--- config.mk ---
export PLATFORM = sky130hd
export DESIGN_NAME = output_buffer_ctrl
export DESIGN_NICKNAME = d
export VERILOG_FILES = /design/src/rtl/output_buffer_ctrl_pkg.sv /design/src/rtl/output_buffer_beat_cnt.sv /design/src/rtl/output_buffer_ctrl.sv
export SDC_FILE = /design/constraint.sdc
export NUM_CORES = 1
export LEC_CHECK = 0
export ABC_AREA = 1
export CAP_MARGIN = 20
export CORE_ASPECT_RATIO = 2
export CORE_MARGIN = 2
export CORE_UTILIZATION = 37
export CTS_BUF_LIST = sky130_fd_sc_hd__clkbuf_8
export DETAILED_ROUTE_END_ITERATION = 6
export PLACE_DENSITY = 0.82
export SLEW_MARGIN = 10
export SYNTH_ARGS = -nofsm -noshare
export SYNTH_HDL_FRONTEND = slang
export SYNTH_SLANG_ARGS = --single-unit
--- constraint.sdc ---
create_clock -name clk_i -period 1.5 [get_ports clk_i]
set_clock_uncertainty 0.05 [all_clocks]
set_input_delay 0.3 -clock clk_i [delete_from_list [all_inputs] [get_ports clk_i]]
set_output_delay 0.3 -clock clk_i [all_outputs]
set_load 0.005 [all_outputs]
--- src/rtl/output_buffer_ctrl_pkg.sv ---
// Shared constants and types for the output buffer controller: pim mode codes,
// FSM state encoding and readout beat count.
package output_buffer_ctrl_pkg;

    localparam logic [2:0] PIM_READ     = 3'b011;
    localparam logic [2:0] PIM_PARALLEL = 3'b101;
    localparam logic [2:0] PIM_RBR      = 3'b110;

    localparam int unsigned BEAT_CNT   = 32;
    localparam int unsigned BEAT_CNT_W = $clog2(BEAT_CNT);

    typedef enum logic [2:0] {
        ST_IDLE   = 3'd0,
        ST_CAP1   = 3'd1,
        ST_CAP2   = 3'd2,
        ST_PROC   = 3'd3,
        ST_ZP     = 3'd4,
        ST_RD_CAP = 3'd5,
        ST_LOAD   = 3'd6,
        ST_DONE   = 3'd7
    } obc_state_e;

    function automatic logic is_burst_mode(input logic [2:0] mode);
        return (mode == PIM_PARALLEL) || (mode == PIM_RBR);
    endfunction

endpackage

--- src/rtl/output_buffer_beat_cnt.sv ---
// Purpose: 5-bit readout beat countdown; clear beats load beats decrement.
// Latency: value updates on the clock edge after the control input.
// Backpressure: holds its value whenever dec_i is low (stalled beat).
module output_buffer_beat_cnt
    import output_buffer_ctrl_pkg::*;
(
    input  logic                  clk_i,
    input  logic                  rst_ni,
    input  logic                  load_i,
    input  logic                  dec_i,
    input  logic                  clr_i,
    output logic [BEAT_CNT_W-1:0] cnt_o,
    output logic                  zero_o
);

    localparam logic [BEAT_CNT_W-1:0] CNT_TOP = BEAT_CNT_W'(BEAT_CNT - 1);
    localparam logic [BEAT_CNT_W-1:0] CNT_ONE = BEAT_CNT_W'(1);

    logic [BEAT_CNT_W-1:0] cnt_d, cnt_q;

    // Saturating at zero: the last beat exits LOAD rather than wrapping.
    always_comb begin
        cnt_d = cnt_q;
        if (clr_i) begin
            cnt_d = '0;
        end else if (load_i) begin
            cnt_d = CNT_TOP;
        end else if (dec_i && (cnt_q != '0)) begin
            cnt_d = cnt_q - CNT_ONE;
        end
    end

    always_ff @(posedge clk_i) begin
        if (!rst_ni) begin
            cnt_q <= '0;
        end else begin
            cnt_q <= cnt_d;
        end
    end

    assign cnt_o  = cnt_q;
    assign zero_o = (cnt_q == '0);

endmodule

--- src/rtl/output_buffer_ctrl.sv ---
// Purpose: sequences eFlash output capture, processing and 32/1-beat readout; OUTPUT_BUFFER_CTRL_ZP_EN adds a zero-point step.
// Latency: every strobe is registered, appearing the cycle after its triggering state/event.
// Backpressure: rd_ready_i low holds load_en_o and load_cnt_o; abort_i returns to IDLE next cycle.
module output_buffer_ctrl
    import output_buffer_ctrl_pkg::*;
#(
    parameter int unsigned PROC_CYCLES = 4
) (
    input  logic               clk_i,
    input  logic               rst_ni,
    input  logic               start_i,
    input  logic [2:0]         pim_mode_i,
    input  logic [8:0]         col_addr9_i,
    input  logic               adc_valid_i,
    input  logic               rd_ready_i,
    input  logic               abort_i,
    input  logic signed [31:0] zp_data_i,
    output logic [2:0]         pim_mode_o,
    output logic [2:0]         before_load_mode_o,
    output logic [8:0]         col_addr9_o,
    output logic               pim_out_buf_w_en_1_o,
    output logic               pim_out_buf_w_en_2_o,
    output logic               pim_out_buf_r_en_o,
    output logic               read_mode_buf_w_en_o,
    output logic               zp_en_o,
    output logic signed [31:0] zp_data_o,
    output logic               load_en_o,
    output logic [4:0]         load_cnt_o,
    output logic               output_processing_done_o,
    output logic               busy_o,
    output logic               err_o
);

    localparam logic [3:0] PROC_LAST = 4'(PROC_CYCLES - 1);

    obc_state_e state_d, state_q;
    logic [3:0] proc_cnt_d, proc_cnt_q;
    logic [2:0] mode_d, mode_q;
    logic [8:0] col_d, col_q;
    logic       w_en_1_d, w_en_1_q;
    logic       w_en_2_d, w_en_2_q;
    logic       r_en_d, r_en_q;
    logic       rd_w_en_d, rd_w_en_q;
    logic       load_en_d, load_en_q;
    logic       done_d, done_q;
    logic       err_d, err_q;
`ifdef OUTPUT_BUFFER_CTRL_ZP_EN
    logic signed [31:0] zp_d, zp_q;
    logic               zp_en_d, zp_en_q;
`endif

    logic                  cnt_load, cnt_dec, cnt_clr, cnt_zero;
    logic [BEAT_CNT_W-1:0] cnt_val;

    output_buffer_beat_cnt u_beat_cnt (
        .clk_i  (clk_i),
        .rst_ni (rst_ni),
        .load_i (cnt_load),
        .dec_i  (cnt_dec),
        .clr_i  (cnt_clr),
        .cnt_o  (cnt_val),
        .zero_o (cnt_zero)
    );

    always_comb begin
        state_d    = state_q;
        proc_cnt_d = proc_cnt_q;
        mode_d     = mode_q;
        col_d      = col_q;
        w_en_1_d   = 1'b0;
        w_en_2_d   = 1'b0;
        r_en_d     = 1'b0;
        rd_w_en_d  = 1'b0;
        load_en_d  = 1'b0;
        done_d     = 1'b0;
        err_d      = 1'b0;
        cnt_load   = 1'b0;
        cnt_dec    = 1'b0;
        cnt_clr    = 1'b0;
`ifdef OUTPUT_BUFFER_CTRL_ZP_EN
        zp_d       = zp_q;
        zp_en_d    = 1'b0;
`endif
        // Abort wins over any start, capture or beat in the same cycle.
        if ((state_q != ST_IDLE) && abort_i) begin
            state_d    = ST_IDLE;
            proc_cnt_d = '0;
            cnt_clr    = 1'b1;
        end else begin
            unique case (state_q)
                ST_IDLE: begin
                    if (start_i) begin
                        if (is_burst_mode(pim_mode_i) || (pim_mode_i == PIM_READ)) begin
                            mode_d  = pim_mode_i;
                            col_d   = col_addr9_i;
`ifdef OUTPUT_BUFFER_CTRL_ZP_EN
                            zp_d    = zp_data_i;
`endif
                            state_d = (pim_mode_i == PIM_READ) ? ST_RD_CAP : ST_CAP1;
                        end else begin
                            err_d = 1'b1;
                        end
                    end
                end
                ST_CAP1: begin
                    if (adc_valid_i) begin
                        w_en_1_d = 1'b1;
                        state_d  = ST_CAP2;
                    end
                end
                ST_CAP2: begin
                    if (adc_valid_i) begin
                        w_en_2_d   = 1'b1;
                        r_en_d     = 1'b1;
                        proc_cnt_d = '0;
                        state_d    = ST_PROC;
                    end
                end
                ST_PROC: begin
                    if (proc_cnt_q == PROC_LAST) begin
                        proc_cnt_d = '0;
`ifdef OUTPUT_BUFFER_CTRL_ZP_EN
                        zp_en_d    = 1'b1;
                        state_d    = ST_ZP;
`else
                        load_en_d  = 1'b1;
                        cnt_load   = 1'b1;
                        state_d    = ST_LOAD;
`endif
                    end else begin
                        proc_cnt_d = proc_cnt_q + 4'd1;
                        r_en_d     = 1'b1;
                    end
                end
`ifdef OUTPUT_BUFFER_CTRL_ZP_EN
                ST_ZP: begin
                    load_en_d = 1'b1;
                    cnt_load  = 1'b1;
                    state_d   = ST_LOAD;
                end
`endif
                ST_RD_CAP: begin
                    if (adc_valid_i) begin
                        rd_w_en_d = 1'b1;
                        load_en_d = 1'b1;
                        cnt_clr   = 1'b1;
                        state_d   = ST_LOAD;
                    end
                end
                ST_LOAD: begin
                    // Read mode enters with the count cleared, so the same zero test gives one beat.
                    load_en_d = 1'b1;
                    if (rd_ready_i) begin
                        if (cnt_zero) begin
                            load_en_d = 1'b0;
                            done_d    = 1'b1;
                            state_d   = ST_DONE;
                        end else begin
                            cnt_dec = 1'b1;
                        end
                    end
                end
                ST_DONE: state_d = ST_IDLE;
                default: state_d = ST_IDLE;
            endcase
        end
    end

    always_ff @(posedge clk_i) begin
        if (!rst_ni) begin
            state_q    <= ST_IDLE;
            proc_cnt_q <= '0;
            mode_q     <= '0;
            col_q      <= '0;
            w_en_1_q   <= 1'b0;
            w_en_2_q   <= 1'b0;
            r_en_q     <= 1'b0;
            rd_w_en_q  <= 1'b0;
            load_en_q  <= 1'b0;
            done_q     <= 1'b0;
            err_q      <= 1'b0;
`ifdef OUTPUT_BUFFER_CTRL_ZP_EN
            zp_q       <= '0;
            zp_en_q    <= 1'b0;
`endif
        end else begin
            state_q    <= state_d;
            proc_cnt_q <= proc_cnt_d;
            mode_q     <= mode_d;
            col_q      <= col_d;
            w_en_1_q   <= w_en_1_d;
            w_en_2_q   <= w_en_2_d;
            r_en_q     <= r_en_d;
            rd_w_en_q  <= rd_w_en_d;
            load_en_q  <= load_en_d;
            done_q     <= done_d;
            err_q      <= err_d;
`ifdef OUTPUT_BUFFER_CTRL_ZP_EN
            zp_q       <= zp_d;
            zp_en_q    <= zp_en_d;
`endif
        end
    end

`ifdef OUTPUT_BUFFER_CTRL_ZP_EN
    assign zp_en_o   = zp_en_q;
    assign zp_data_o = zp_q;
`else
    logic unused_zp;
    assign unused_zp = ^zp_data_i;
    assign zp_en_o   = 1'b0;
    assign zp_data_o = '0;
`endif

    assign pim_mode_o               = mode_q;
    assign before_load_mode_o       = mode_q;
    assign col_addr9_o              = col_q;
    assign pim_out_buf_w_en_1_o     = w_en_1_q;
    assign pim_out_buf_w_en_2_o     = w_en_2_q;
    assign pim_out_buf_r_en_o       = r_en_q;
    assign read_mode_buf_w_en_o     = rd_w_en_q;
    assign load_en_o                = load_en_q;
    assign load_cnt_o               = cnt_val;
    assign output_processing_done_o = done_q;
    assign busy_o                   = (state_q != ST_IDLE);
    assign err_o                    = err_q;

endmodule

---- Word-level counts from Yosys, hierarchy flattened ----
Cells that the tools add are included.
storage, ports and cells
  bits in registers ....................... 31
  word-level logic and storage cells ...... 89
  output and inout bits ................... 61
  input port bits ......................... 50
operators by class
  reductions and logical operators ........ 19
  bitwise operators ....................... 8
  eq/ne operators ......................... 17
  $add $sub $neg .......................... 2
  muxes and demuxes ....................... 31
operators with widths
  operator             number
  $mux 3               9
  $pmux 3 s6           1
  $ne 2x2->1 const B   8
  $mux 1               14
  $eq 3x3->1 const B   4
  $mux 5               2
  $eq 3x2->1 const B   3
  $mux 4               2
  $not 1->1            8
  $pmux 4 s2           1
  $reduce_and 8->1     1
  $reduce_or 4->1      2
  $reduce_or 3->1      2
  $logic_not 5->1      1
  $reduce_bool 5->1    1
  $sub 5x1->5 const B  1
  $add 4x1->4 const B  1
  $eq 4x2->1 const B   1
  $reduce_and 4->1     1
  $reduce_bool 2->1    2
  $reduce_or 2->1      2
  $eq 3x1->1 const B   1
  $logic_not 3->1      1
  $pmux 1 s3           1
  other kinds (5)      7

---- Longest topological paths before layout ----
Gate-level depths: netlist of the first run.
  depth in word-level cells ............... 8
  gate-level depth with buffers ........... 10
  mapped depth without buffers ............ 9

---- By module ----
From an unflattened synthesis of the first run, not the netlist that was laid out.
second synthesis, totals
  cell total of the unflattened synthesis .. 246
  area, all modules ....................... 1,890.6 um2
modules (own cells, without submodules)
  module                  seq. area each (um2)  instances  cells an instance  area each (um2)
  output_buffer_ctrl      520.5                 1          200                1,595.3
  output_buffer_beat_cnt  100.1                 1          46                 295.3

---- Least setup slack after synthesis of the first run ----
Ideal clock, no wire load.
  kind .................................... reg-to-reg
  from .................................... register u_beat_cnt.cnt_q[0] (netlist: u_beat_cnt.cnt_o[0])
  to ...................................... register state_q[2]
  period minus slack after synthesis ...... 1.348 ns
  setup time .............................. 0.115 ns
  arrival ................................. 1.183 ns
  buffers on the path ..................... 0
  data required time ...................... 1.335 ns
  path slack .............................. 0.152 ns
  stages on the path, launching flop included .. 10
  cells stage by stage .................... dfxtp_1 > inv_1 > ha_1 > nand3_1 > nand2_1 > nand2_1 > nor2_2 > nand3_1 > nand2_1 > nor2_1
on the way
  cells in the longest elaborated chain, start to end .. 3
ends and longest elaborated chain
  item                               line                          RTL
  start: declaration                 output_buffer_beat_cnt.sv:19  logic [BEAT_CNT_W-1:0] cnt_d, cnt_q;
  start signal: assignment           output_buffer_beat_cnt.sv:37  cnt_q <= cnt_d;
  $logic_not 5->1                    output_buffer_beat_cnt.sv:42  assign zero_o = (cnt_q == '0);
  $ne 2x2->1 (no source line)        -
  $reduce_and 8->1 (no source line)  -
  end signal: assignment             output_buffer_ctrl.sv:187     state_q <= state_d;
  end: declaration                   output_buffer_ctrl.sv:36      obc_state_e state_d, state_q;
No other way between the ends.
A chain may end at the register's enable or synchronous reset.

---- Worst setup path in the final report of the first run ----
  from .................................... register col_q[2] (netlist: col_addr9_o[2])
  to ...................................... output col_addr9_o[2]
RTL lines
  item                      line                       RTL
  start: declaration        output_buffer_ctrl.sv:39   logic [8:0] col_d, col_q;
  start signal: assignment  output_buffer_ctrl.sv:190  col_q <= col_d;
  end: declaration          output_buffer_ctrl.sv:20   output logic [8:0] col_addr9_o,
No word-level cell between the ends.

==> impl_metrics.json, run 1 <==
{
  "die_w_um": 52.0,
  "pwr-share-seq_pct": 32.7,
  "pre_cts_ws_ps": -361,
  "regToRegSetupSlack_ps": 90,
  "r2r-start": "proc_cnt_q[0]$_SDFFE_PP0P_",
  "finalSetupViolCount": 0,
  "p_int_mw": 2.02,
  "clock_power_share_pct": 23.3,
  "hold_slack_ps": 317,
  "synth_ff_type": "dfxtp_1",
  "clock-sinks": 31,
  "reg2reg_to": "state_q[2]$_SDFFE_PP0P_",
  "gp_congestion": 0.891,
  "drive_gt1_share_pct": 22.4,
  "hp-start": "pim_mode_i[2]",
  "htreeDepth": 2,
  "cts.path.max_buffers": 2,
  "synthTopCellsByCount": "37 x buf_4, 32 x nand2_1, 31 x dfxtp_1",
  "ys_async_sr_fraction_pct": 0,
  "boundaryPins": 111,
  "whs_endpoint": "before_load_mode_o[2]$_SDFFE_PN0P_",
  "wl_per_cell_um": 11.4,
  "ys_warn_count": 0,
  "p_per_area_mw_per_mm2": 1280,
  "fin_util_pct": 55.0,
  "drc": 0,
  "min_path_cells": 3,
  "final-max-slew-violation-count": 0,
  "seq_area_frac_synth_pct": 36.4,
  "grtUsageTotal_pct": 15.0,
  "core_area_sq_mm": 0.00451,
  "cts-root-buf": "clkbuf_8",
  "die_h_um": 100,
  "yosysMostFrequentCell": "buf_4",
  "yosys.area_share.adder_pct": 1.47,
  "areaGrowthSynthToFinish_pct": 45.5,
  "design_area_sq_mm": 0.00248,
  "synth_enable_flop_cells": 0,
  "hpwlAfterDp_um": 2840,
  "endpoint_kind": "output pin",
  "power_mw": 3.19,
  "grt-ovfl-total": 0,
  "switchingPower_mw": 1.16,
  "hold_viol": 0,
  "worst_slack_ps": 30.1,
  "cp-start-kind": "flop",
  "cp_data_required_time_ps": 1150,
  "mappedNetlistArea_sq_mm": 0.00170,
  "yosys.area.top_type_share_pct": 36.4,
  "crit_path_top_delay_cell": "clkdlybuf4s50_1",
  "initial_core_util_pct": 37.8,
  "placed_area_sq_mm": 0.00217,
  "synth_xor_area_share_pct": 1.54,
  "grt_pass1_wl_um": 6060,
  "crit_chain": "clkdlybuf4s50_1",
  "antenna_cells": 0,
  "max_cap_violations": 0,
  "ant_nets": 0,
  "layout_min_cycle_time_ps": 1470,
  "cts_tree": "done",
  "syn_inst": 233,
  "synth_cell_type_count": 26,
  "cts_buffers": 5,
  "grt_pass1_vias": 1510,
  "viasPerCell": 4.53,
  "clk_pin_slew_worst_paths_ps": 70,
  "vias": 1603,
  "fmax_mhz": 680,
  "port-buffer-count": 45,
  "slowest_delay_ps": 500,
  "yosysTopAreaCell": "dfxtp_1",
  "crit_buf_inv": 1,
  "synth_seq_cells": 31,
  "hold_class": "input port to flop",
  "synth_area_per_cell_sq_um": 7.31,
  "drt_iter0_drc": 28,
  "dieArea_sq_mm": 0.00520,
  "reg2reg_depth": 8,
  "muxShareOfSynthArea_pct": 0,
  "netSwitchingFraction_pct": 36.5,
  "synth_top_family_by_area": "buffers and inverters",
  "synth_compound_area_share_pct": 13.7,
  "leakage_nw": 1.29,
  "ys_top_cells_by_area": "dfxtp_1 36%, buf_4 16%, a21oi_1 7.6%",
  "crit_family": "buffers and inverters",
  "nets": 350,
  "vdd_drop_max_mv": 0.892,
  "cp.arrival_ps": 1120,
  "grt_max_degree": 25,
  "crit_type": "flop to output pin",
  "clk_latency_ps": 280,
  "yosys.area_share.simple_pct": 21.9,
  "outcome": "completed",
  "share_comb_of_total_power_pct": 44.0,
  "antenna_found_initial": 0,
  "num_rows": 35,
  "wl_um": 4050,
  "fin_crit_sh_pct": 98.0,
  "drt_pre_antenna_iters": 4,
  "path_max_fanout": 2
}
repair_timing:
action,in CTS,in global routing
endpoints found under the setup margin,23,34
pin swaps,0,7
gates resized for setup,16,45
cloned,0,2
buffers inserted,2,2
hold buffers,0,0
hold endpoints to repair,0,0
power by group through the flow:
stage	Clock, mW	Sequential (mW)	Combinational (mW)
global route	0.780	1.05	1.57
detailed placement	0	1.05	1.22
finish	0.742	1.04	1.40
global placement	0	1.04	1.18
floorplan	0	1.03	0.834
CTS	0.748	1.04	1.21
cell type report:
type,instances,area [sq um]
Fill cell,418,2030
Multi-Input combinational cell,163,852
Timing Repair Buffer,68,708
Sequential cell,31,638
Inverter,29,109
Clock buffer,7,96.3
Tap cell,55,68.8
Clock inverter,1,7.51
per-layer routing:
metal	vias to the layer above	GRT usage [%]	part of all wire, %	routed length (um)
met4	0	7.89	2.2	91
met3	7	3.87	5.4	217
li1	808	-	-	-
met1	735	15.8	38	1560
met2	53	26.3	54	2190
met5	-	0	0	0
how the worst max path moves through the flow:
stage	cells after the start	slack, ps	to	from
after floorplan	9	150	state_q[2]$_SDFFE_PP0P_	u_beat_cnt.cnt_o[0]$_SDFFE_PP0P_
after global placement	8	-290	col_addr9_o[3]$_SDFFE_PN0P_	pim_mode_i[1]
after detailed placement	8	-360	col_addr9_o[7]$_SDFFE_PN0P_	pim_mode_i[1]
after CTS	1	0.8	load_cnt_o[2]	u_beat_cnt.cnt_o[2]$_SDFFE_PP0P_
after global routing	7	-10	u_beat_cnt.cnt_o[3]$_SDFFE_PP0P_	proc_cnt_q[0]$_SDFFE_PP0P_
final	1	30	col_addr9_o[2]	col_addr9_o[2]$_SDFFE_PN0P_
logic make-up after synthesis:
group           count (synthesis)
flops                          31
simple gates                   80
xor+xnor                        3
other cells                     1
compound gates                 45
buf+inv                        71
fa+ha+maj                       2
flip-flops by register name, summed over array words and instances, names as in the netlist, 3 cells and up:
name,cells
state_q,3
col_addr9_o,9
before_load_mode_o,3
u_beat_cnt.cnt_o,5
proc_cnt_q,4
cells in the final DEF (no fill, tap or decap), types with 2 or more instances in the layout:
cell	instances
conb_1	33
nand2_1	30
clkdlybuf4s50_1	29
inv_1	28
a21oi_1	26
buf_4	20
dfxtp_1	19
nor2_1	15
dlymetal6s2s_1	15
nand3_1	13
dfxtp_2	11
o21ai_2	7
clkbuf_8	7
o21ai_1	5
nand3_2	4
o21ai_0	4
nor2_4	3
xor2_1	3
nand2_2	3
nand4_1	3
nor2_2	2
nor3_1	2
clkbuf_16	2
through the flow:
step,TNS [ps],cells
4_1_cts,0,350
6_report,0,354
2_1_floorplan,0,265
3_5_place_dp,-4870,340
5_1_grt,-30.1,354
3_3_place_gp,-4000,340
(Power assumes the default switching activity.)
==> run 2: changes to the inputs <==
CAP_MARGIN = 30   (was 20)
CORE_UTILIZATION = 45   (was 37)
DONT_BUFFER_PORTS = 1   (was unset)
PLACE_DENSITY = unset   (was 0.82)
==> run 2 against run 1 <==
Against the previous run:
- cell count down 17%
- global-route usage up 1.2 points
- worst hold slack worse by 220 ps
- setup slack better by 76 ps
- total power down 15%
- first-iteration DRC count down 14%
- register-to-register slack better by 20 ps
- count of clock-buffer cells in the layout unchanged
- final area down 27%
- critical path type is now flop to flop
==> impl_metrics.json, run 2 (same netlist as run 1, synthesis figures left out) <==
{
  "layout_common_cells": "33 x conb_1, 32 x nand2_1, 29 x inv_1",
  "netSwitchingFraction_pct": 37.8,
  "design_area_sq_mm": 0.00180,
  "slowest_delay_ps": 330,
  "core_area_sq_mm": 0.00361,
  "clock-sinks": 31,
  "crit_family": "simple AND/OR/NAND/NOR gates",
  "ant_nets": 0,
  "cts_buffers": 5,
  "crit_path_frequent_cell": "nand3_2",
  "clock_power_share_pct": 27.1,
  "p_int_mw": 1.69,
  "drt_pre_antenna_iters": 4,
  "htreeDepth": 2,
  "cts.path.max_buffers": 2,
  "finalSetupViolCount": 0,
  "antenna_found_initial": 0,
  "regToRegSetupSlack_ps": 110,
  "finalNonFillerCells": 293,
  "grtUsageTotal_pct": 16.2,
  "cp.arrival_ps": 1550,
  "fin_crit_sh_pct": 93.0,
  "areaGrowthSynthToFinish_pct": 5.73,
  "largest_reg_flops": 9,
  "dieArea_sq_mm": 0.00433,
  "grt-ovfl-total": 0,
  "placed_area_sq_mm": 0.00167,
  "final-max-slew-violation-count": 0,
  "crit_path_top_delay_cell": "dfxtp_1",
  "num_rows": 31,
  "wl_per_cell_um": 11.4,
  "cp_data_required_time_ps": 1660,
  "dp.cells": 285,
  "clk_latency_ps": 290,
  "viasPerCell": 4.73,
  "crit_buf_inv": 1,
  "antenna_cells": 0,
  "share_comb_of_total_power_pct": 32.8,
  "wl_um": 3330,
  "mostFrequentLayoutCell": "conb_1",
  "tns_ps": 0,
  "drt_iter0_drc": 24,
  "boundaryPins": 111,
  "port-buffer-count": 0,
  "initial_core_util_pct": 47.2,
  "die_h_um": 91.0,
  "grt_max_degree": 25,
  "grt_pass1_vias": 1261,
  "switchingPower_mw": 1.03,
  "outcome": "completed",
  "drc": 0,
  "layout_min_cycle_time_ps": 1390,
  "rsz0062_at_grt": "false",
  "endpoint_kind": "flop",
  "grt_pass1_wl_um": 5070,
  "gp_congestion": 0.852,
  "hold_class": "input port to flop",
  "cts-root-buf": "clkbuf_8",
  "crit_type": "flop to flop",
  "leakage_nw": 0.814,
  "hold_viol": 0,
  "nets": 295,
  "fmax_mhz": 717,
  "drive_gt1_share_pct": 15.2,
  "die_w_um": 47.5,
  "vias": 1386,
  "path_max_fanout": 7,
  "pwr-share-seq_pct": 40.1,
  "clk_pin_slew_worst_paths_ps": 70,
  "max_cap_violations": 0,
  "hpwlAfterDp_um": 2580,
  "cts_tree": "done",
  "vdd_drop_max_mv": 0.725,
  "power_mw": 2.72,
  "crit_chain": "inv_1 -> ha_1 -> nand3_2 -> nand3_2 -> nand2_1 -> o21ai_0 -> a21oi_1",
  "p_per_area_mw_per_mm2": 1510,
  "cp-start-kind": "flop"
}
-- run 2: final timing paths --
path / start / endpoint / depth (start not counted)
worst max-delay path: u_beat_cnt.cnt_o[0]$_SDFFE_PP0P_ / u_beat_cnt.cnt_o[2]$_SDFFE_PP0P_ / 7
worst min-delay path: rst_ni / before_load_mode_o[0]$_SDFFE_PN0P_ / 2
worst min register to register: col_addr9_o[0]$_SDFFE_PN0P_ / col_addr9_o[0]$_SDFFE_PN0P_ / 2
worst max register to register: u_beat_cnt.cnt_o[0]$_SDFFE_PP0P_ / u_beat_cnt.cnt_o[2]$_SDFFE_PP0P_ / 7
-- run 2: power groups by stage --
stage / logic [mW] / clock network, mW / registers [mW]
3_5_place_dp: 0.853 / 0 / 1.10
5_1_grt: 1.02 / 0.798 / 1.10
4_1_cts: 0.855 / 0.755 / 1.08
2_1_floorplan: 0.834 / 0 / 1.03
3_3_place_gp: 0.837 / 0 / 1.10
6_report: 0.891 / 0.738 / 1.09
-- run 2: cell type report --
class,count,area [sq um]
multi-input combinational,163,801
timing repair buffer,13,101
sequential,31,626
fill,369,1810
clock inverter,1,7.51
clock buffer,7,96.3
inverter,29,109
tap,49,61.3
-- run 2: through the flow --
step | worst slack (ps) | hold slack (ps) | utilization [%]
detailed placement | 15.7 | 394 | 46.3
CTS | 17.6 | 86.8 | 49.2
floorplan | 152 | 388 | -
global placement | 26.7 | 391 | 46.3
global route | 1.99 | 97.4 | 49.9
finish | 106 | 94.4 | 49.9
-- run 2: timing repair --
action,4_1_cts,5_1_grt
setup endpoints to repair,2,22
buffers inserted,0,0
gates resized for setup,1,12
endpoints found under the hold margin,0,0
hold buffers,0,0
pin swaps,0,1
-- run 2: layer usage --
metal	routed length [um]	share of wire (%)	global-route usage [%]	vias up
li1	-	-	-	697
met1	1140	34	14.1	607
met2	1780	53	28.3	68
met3	270	8.1	4.57	14
met4	148	4.4	11.3	0
met5	0	0	0	-
